==> src/rtl/snn_pkg.sv <==
// Shared constants and types for the SNN input path: pixel loader and the input RAM it feeds.
package snn_pkg;

    localparam int unsigned NUM_BITS_DEFAULT   = 784;
    localparam int unsigned ADDR_WIDTH_DEFAULT = 10;
    localparam int unsigned RAM_DEPTH          = 1 << ADDR_WIDTH_DEFAULT;
    localparam int unsigned PIXEL_BYTE_W       = 8;
    localparam int unsigned BIT_CNT_W          = 3;

    typedef enum logic [1:0] {
        IDLE      = 2'd0,
        WAIT_BYTE = 2'd1,
        SHIFT     = 2'd2,
        FINISH    = 2'd3
    } load_state_t;

endpackage

==> src/rtl/ram_input_loader.sv <==
// Unpacks a stream of pixel bytes (LSB first) into single-bit writes to the input RAM.
module ram_input_loader
    import snn_pkg::*;
#(
    parameter int unsigned NUM_BITS   = NUM_BITS_DEFAULT,
    parameter int unsigned ADDR_WIDTH = ADDR_WIDTH_DEFAULT
) (
    input  logic                    clk,
    input  logic                    rst,
    input  logic                    start,
    input  logic [PIXEL_BYTE_W-1:0] in_data,
    input  logic                    in_valid,
    output logic                    in_ready,
    output logic                    ram_data,
    output logic [ADDR_WIDTH-1:0]   ram_addr,
    output logic                    ram_we,
    output logic                    busy,
    output logic                    done
);

    localparam logic [ADDR_WIDTH-1:0] LAST_PIX = ADDR_WIDTH'(NUM_BITS - 1);
    localparam logic [BIT_CNT_W-1:0]  LAST_BIT = BIT_CNT_W'(PIXEL_BYTE_W - 1);

    load_state_t             state, state_next;
    logic [PIXEL_BYTE_W-1:0] shreg, shreg_next;
    logic [ADDR_WIDTH-1:0]   pix_cnt, pix_cnt_next;
    logic [BIT_CNT_W-1:0]    bit_cnt, bit_cnt_next;
    logic                    ram_we_next;
    logic                    ram_data_next;
    logic [ADDR_WIDTH-1:0]   ram_addr_next;
    logic                    last_pix;
    logic                    last_bit;

    assign last_pix = (pix_cnt == LAST_PIX);
    assign last_bit = (bit_cnt == LAST_BIT);

    // State register
    always_ff @(posedge clk) begin
        if (rst) begin
            state <= IDLE;
        end else begin
            state <= state_next;
        end
    end

    // Next-state logic; the final pixel wins over the end of a byte
    always_comb begin
        state_next = state;
        case (state)
            IDLE:      if (start)    state_next = WAIT_BYTE;
            WAIT_BYTE: if (in_valid) state_next = SHIFT;
            SHIFT: begin
                if (last_pix)      state_next = FINISH;
                else if (last_bit) state_next = WAIT_BYTE;
            end
            FINISH:    state_next = IDLE;
            default:   state_next = IDLE;
        endcase
    end

    // Datapath and output next values; RAM port is loaded one edge ahead so it is registered
    always_comb begin
        shreg_next    = shreg;
        pix_cnt_next  = pix_cnt;
        bit_cnt_next  = bit_cnt;
        ram_we_next   = 1'b0;
        ram_data_next = ram_data;
        ram_addr_next = ram_addr;
        case (state)
            IDLE: begin
                if (start) begin
                    pix_cnt_next = '0;
                    bit_cnt_next = '0;
                end
            end
            WAIT_BYTE: begin
                if (in_valid) begin
                    shreg_next    = in_data;
                    bit_cnt_next  = '0;
                    ram_we_next   = 1'b1;
                    ram_data_next = in_data[0];
                    ram_addr_next = pix_cnt;
                end
            end
            SHIFT: begin
                shreg_next   = shreg >> 1;
                bit_cnt_next = bit_cnt + BIT_CNT_W'(1);
                if (!last_pix) begin
                    pix_cnt_next = pix_cnt + ADDR_WIDTH'(1);
                end
                if (state_next == SHIFT) begin
                    ram_we_next   = 1'b1;
                    ram_data_next = shreg[1];
                    ram_addr_next = pix_cnt + ADDR_WIDTH'(1);
                end
            end
            default: ;
        endcase
    end

    // Datapath and output registers
    always_ff @(posedge clk) begin
        if (rst) begin
            shreg    <= '0;
            pix_cnt  <= '0;
            bit_cnt  <= '0;
            ram_we   <= 1'b0;
            ram_data <= 1'b0;
            ram_addr <= '0;
            in_ready <= 1'b0;
            busy     <= 1'b0;
            done     <= 1'b0;
        end else begin
            shreg    <= shreg_next;
            pix_cnt  <= pix_cnt_next;
            bit_cnt  <= bit_cnt_next;
            ram_we   <= ram_we_next;
            ram_data <= ram_data_next;
            ram_addr <= ram_addr_next;
            in_ready <= (state_next == WAIT_BYTE);
            busy     <= (state_next != IDLE);
            done     <= (state_next == FINISH);
        end
    end

endmodule

==> config.mk <==
export PLATFORM = sky130hd
export DESIGN_NAME = ram_input_loader
export DESIGN_NICKNAME = d
export VERILOG_FILES = /design/src/rtl/snn_pkg.sv /design/src/rtl/ram_input_loader.sv
export SDC_FILE = /design/constraint.sdc
export NUM_CORES = 1
export LEC_CHECK = 0
export BUFFER_PORTS_ARGS = -buffer_cell sky130_fd_sc_hd__buf_2
export CAP_MARGIN = 25
export CORE_MARGIN = 4
export CORE_UTILIZATION = 51
export CTS_CLUSTER_DIAMETER = 200
export CTS_CLUSTER_SIZE = 40
export DETAILED_ROUTE_END_ITERATION = 6
export PLACE_DENSITY = 0.77
export SLEW_MARGIN = 5
export SYNTH_ARGS = -nofsm -noshare
export SYNTH_HDL_FRONTEND = slang
export SYNTH_SLANG_ARGS = --single-unit
==> constraint.sdc <==
create_clock -name clk -period 1.95 [get_ports clk]
set_input_delay 0.195 -clock clk [delete_from_list [all_inputs] [get_ports clk]]
set_output_delay 0.195 -clock clk [all_outputs]
set_load 0.05 [all_outputs]
After elaboration in Yosys (flattened, before gate mapping) --
Index checks and enable logic that the tools add are counted.
Storage, ports and cells: flip-flop bits (word level) 38, input port bits 12, output and inout bits 15, word-level logic and storage cells 55
Operators by class: add/sub/neg operators 2, eq/ne operators 12, muxes and demuxes 22, reduce and logical (&&, ||, !) cells 9
Operators by type and width (count):
- 10-bit 2-to-1 mux | 4
- 10-bit one-hot mux with 2 select lines | 2
- 8-bit one-hot mux with 2 select lines | 1
- 10-bit by 1-bit adder with 10-bit output, second input constant | 1
- 10-bit == test, second input constant | 1
- 3-bit one-hot mux with 3 select lines | 1
- 3-bit AND reduction | 3
- 2-bit == test, second input constant | 4
- 2-bit 2-to-1 mux | 4
- 8-bit 2-to-1 mux | 1
- 2-bit inequality test, second input constant | 4
- 2-bit one-hot mux with 4 select lines | 1
- 3-bit 2-to-1 mux | 2
- 2-bit nonzero test | 3
- 2-bit by 1-bit == test with 1-bit output, second input constant | 2
- 1-bit 2-to-1 mux | 4
- 1-bit one-hot mux with 2 select lines | 2
- 3-bit by 1-bit adder with 3-bit output, second input constant | 1
- 3-bit == test, second input constant | 1
- 3-bit nonzero test | 1
- 2-bit logical NOT | 1
- 2-bit AND reduction | 1

Longest topological paths before layout --
depth in word-level cells 7, gate-level depth with buffers 9

Worst setup path before layout --
Ideal clock, no wire load.
path type register -> register, start point register state[0], end point register ram_addr[9], data arrival time 2067 ps, path slack -196 ps, stages on the path, launching flop included 10, clock period less this slack 2146 ps, path through dfxtp_1 > inv_1 > ha_1 > and4_4 > and3_4 > o32a_4 > o21ai_4 > buf_6 > nor2_1 > a211oi_2
On the way: cells in the longest elaborated chain, start to end 6, elaborated cells on any way between the ends 15, classes of those cells eq/ne (6); mux (6); reduce/logical (3)
Ends and longest elaborated chain:
- start: declaration | line ram_input_loader.sv:24 | load_state_t state, state_next;
- start signal: assignment | line ram_input_loader.sv:42 | state <= state_next;
- 2-bit 2-to-1 mux | line ram_input_loader.sv:54 | else if (last_bit) state_next = WAIT_BYTE;
- 2-bit 2-to-1 mux | line ram_input_loader.sv:53 | if (last_pix) state_next = FINISH;
- 2-bit one-hot mux with 4 select lines | line ram_input_loader.sv:49 | case (state)
- 2-bit == test | line ram_input_loader.sv:91 | if (state_next == SHIFT) begin
- 2-bit inequality test (no source line)
- 3-bit AND reduction (no source line)
- end signal: assignment | line ram_input_loader.sv:119 | ram_addr <= ram_addr_next;
- end: declaration | line ram_input_loader.sv:15 | output logic [ADDR_WIDTH-1:0] ram_addr,
Several ways; a longest one is shown, not always the timed one. A chain may end at the register's enable or synchronous reset.

Worst setup path in the final report --
start point register state[1], end point register ram_addr[4]
The elaborated chain is that of the path after synthesis.

==> results.py <==
metrics = {
    "route": {
        "first_pass_iters": 4,
        "drc": 0,
        "drt_iter0_drc": 150,
        "ant_nets": 0,
        "totalWireLength_um": 5150,
        "viasPerCell": 5.65,
        "route.vias.total": 1917,
        "routedWlPerCell_um": 15.2,
    },
    "run_status": {
        "status": "finished with violations",
        "violations": "negative setup slack",
    },
    "yosys": {
        "syn_nets": 251,
        "syn_inst": 231,
        "ys_seq_elements": 37,
        "syn_area_sq_um": 1980,
        "synth_edf_count": 0,
        "syn_avg_cell_area_sq_um": 8.56,
        "async_flop_share_pct": 0,
        "synth_flop_cell": "dfxtp_1",
        "synth-seq-area-share_pct": 37.5,
        "ys_warn_count": 0,
        "netlist-cell-type-count": 46,
    },
    "floorplanning": {
        "die-area_sq_um": 4940,
        "rows": 22,
        "start_util_pct": 53.2,
        "die_h_um": 70.3,
        "die-width_um": 70.3,
        "pin_count": 27,
        "design.core.area_sq_um": 3720,
    },
    "placement": {
        "gp_congestion": 0.848,
        "dpl.hpwl_um": 3420,
        "numPortBuffers": 26,
    },
    "clock_network": {
        "cts_made_buffers": 5,
        "cts_max_level": 2,
        "insertion_delay_ns": 0.30,
        "tritoncts": "built",
        "cts.reportedPaths.clkPinSlew_ns": 0.08,
        "cts_root_buf": "clkbuf_8",
        "holdBufCountCts": 0,
        "cts_sinks": 37,
        "clockBufferDepth": 2,
    },
    "sta": {
        "setup_viol": 5,
        "setup_ws_ns": -0.0673,
        "final.min_clock_period_ns": 2.02,
        "clock_skew_ns": 0.00517,
        "worst_pin_slew_ns": 0.449,
        "rsz0062_at_grt": "true",
        "hold_violations": 0,
        "drv_slew": 0,
        "maxSlewHeadroom_pct": 70.1,
        "holdWs_ns": 0.149,
        "fmax_mhz": 496,
        "fin_crit_sh_pct": 103,
    },
    "setup_path": {
        "endpoint_kind": "register",
        "cp_slowest_cell": "dfxtp_4",
        "crit_fanout": 3,
        "worstPathArrival_ns": 2.18,
        "crit_chain": "inv_4 -> ha_4 -> and2b_1 -> o2bb2a_4 -> o32a_4 -> or3_4 -> a21oi_2 -> nor4_2",
        "cp_top_family": "compound AO/OA/AOI/OAI gates",
        "startpoint_type": "register",
        "slowest_delay_ns": 0.39,
        "crit_type": "reg -> reg",
        "worst-path-buf-inv": 1,
        "required_ns": 2.12,
    },
    "power_and_ir_drop": {
        "total_power_w": 0.00463,
        "p_leak_nw": 1.06,
        "vdd_drop_max_uv": 925,
        "powerDensity_nw_per_um2": 1730,
    },
    "final_layout": {
        "final_layout_size_suffix_gt1_share_pct": 39.2,
        "syn2layout_area_growth_pct": 35.4,
        "n_antenna_cell": 0,
        "fin_util_pct": 72.1,
        "nets": 310,
    },
    "global_routing": {
        "grt_pass1_vias": 1847,
        "grt_pass1_wl_um": 8530,
        "grt.overflow.total": 0,
        "track_usage_pct": 21.7,
        "antenna_found_initial": 0,
        "grt_max_degree": 24,
    },
    "run": {
        "maxCapViolCount": 0,
    },
    "worst_hold_path": {
        "hold_class": "in -> reg",
    },
}
-- worst reg2reg max path, stage by stage, from the launching register on --
cell	delay [ns]
dfxtp_4	0.39
inv_4	0.05
ha_4	0.15
and2b_1	0.18
o2bb2a_4	0.21
o32a_4	0.34
or3_4	0.38
a21oi_2	0.14
nor4_2	0.06
-- final cells by class --
| cell class | count | area [sq um] |
|---|---|---|
| tap | 48 | 60.1 |
| sequential | 37 | 751 |
| timing repair buffer | 65 | 439 |
| clock inverter | 2 | 37.5 |
| multi-input combinational | 175 | 1280 |
| clock buffer | 6 | 82.6 |
| fill | 277 | 1040 |
| inverter | 6 | 27.5 |
-- metrics by stage --
stage | instances | worst slack [ns] | instance area, sq um | setup TNS [ns]
5_1_grt | 339 | -0.131 | 2680 | -1.01
3_3_place_gp | 327 | -0.0265 | 2410 | -0.0559
2_1_floorplan | 231 | -0.00377 | 2020 | -0.00666
6_report | 339 | -0.0673 | 2680 | -0.131
3_5_place_dp | 327 | -0.0958 | 2410 | -0.497
4_1_cts | 339 | -0.0589 | 2630 | -0.0636
-- power by group --
part           internal, W  switching [W]
Sequential         0.00100       0.000141
Combinational      0.00114        0.00164
Clock             0.000416       0.000293
-- synthesized netlist by cell type, types with 3 or more instances --
cell | number | area [sq um]
or3_1 | 4 | 25.0
dfxtp_1 | 37 | 741
and3_1 | 3 | 18.8
a21oi_1 | 16 | 80.1
o22ai_1 | 4 | 25.0
a31oi_1 | 4 | 25.0
nand2_1 | 22 | 82.6
ha_1 | 8 | 100
nor3_1 | 8 | 40.0
a211oi_1 | 7 | 52.6
nor2_1 | 35 | 131
nor2b_1 | 3 | 18.8
inv_1 | 6 | 22.5
mux2i_1 | 8 | 80.1
xnor2_1 | 4 | 35.0
clkbuf_1 | 6 | 22.5
a211oi_2 | 5 | 62.6
nand3_1 | 6 | 30.0
nor3b_1 | 3 | 22.5
o21ai_0 | 6 | 30.0
nand2b_1 | 4 | 25.0
-- registers in the layout, summed over array words and instances (netlist names) --
register,count
ram_addr,10
ram_we,1
ram_data,1
in_ready,1
done,1
pix_cnt,10
state,2
bit_cnt,3
shreg,7
busy,1
-- routing by layer --
metal	vias up	global-route usage [%]	routed length, um
met5	-	0	0
met3	13	5.47	323
met1	892	26.7	2190
li1	939	-	-
met4	0	10.4	122
met2	73	35.0	2520
-- path summary, 6_finish.rpt --
path	startpoint	to	slack (ns)	cells after the start
worst min register to register	bit_cnt[1]	bit_cnt[1]	0.46	2
worst max-delay path	state[1]	ram_addr[4]	-0.07	8
worst min-delay path	in_data[7]	shreg[7]	0.15	3
worst max register to register	state[1]	ram_addr[4]	-0.07	8
-- cells by family after synthesis --
group	Yosys count	synth area share [%]
buf+inv	19	4.68
simple gates	98	24.7
compound gates	53	20.3
fa+ha+maj	8	5.06
flops	37	37.5
mux	10	5.19
xor+xnor	6	2.66
-- what timing repair did --
item | CTS | global route
setup endpoints to repair | 14 | 21
pin swaps | 7 | 2
gates cloned | 0 | 0
setup buffers | 4 | 0
resized for setup | 16 | 8
-- layout by cell type, fill, tap and decap left out, drive strengths merged, types with 2 or more instances in the layout --
| cell | n |
|---|---|
| nand2 | 22 |
| nor3b | 3 |
| o2bb2a | 2 |
| a31oi | 5 |
| nand3 | 6 |
| ha | 8 |
| nand2b | 4 |
| clkbuf | 6 |
| or3 | 4 |
| o22ai | 4 |
| o21ai | 9 |
| mux2i | 8 |
| mux2 | 2 |
| and3 | 4 |
| nor2b | 3 |
| a211oi | 12 |
| nor3 | 8 |
| nor2 | 35 |
| xnor2 | 4 |
| buf | 65 |
| inv | 6 |
| dfxtp | 37 |
| or2 | 2 |
| a21oi | 16 |
| xor2 | 2 |
No activity file was read; power rests on OpenSTA's default activity.
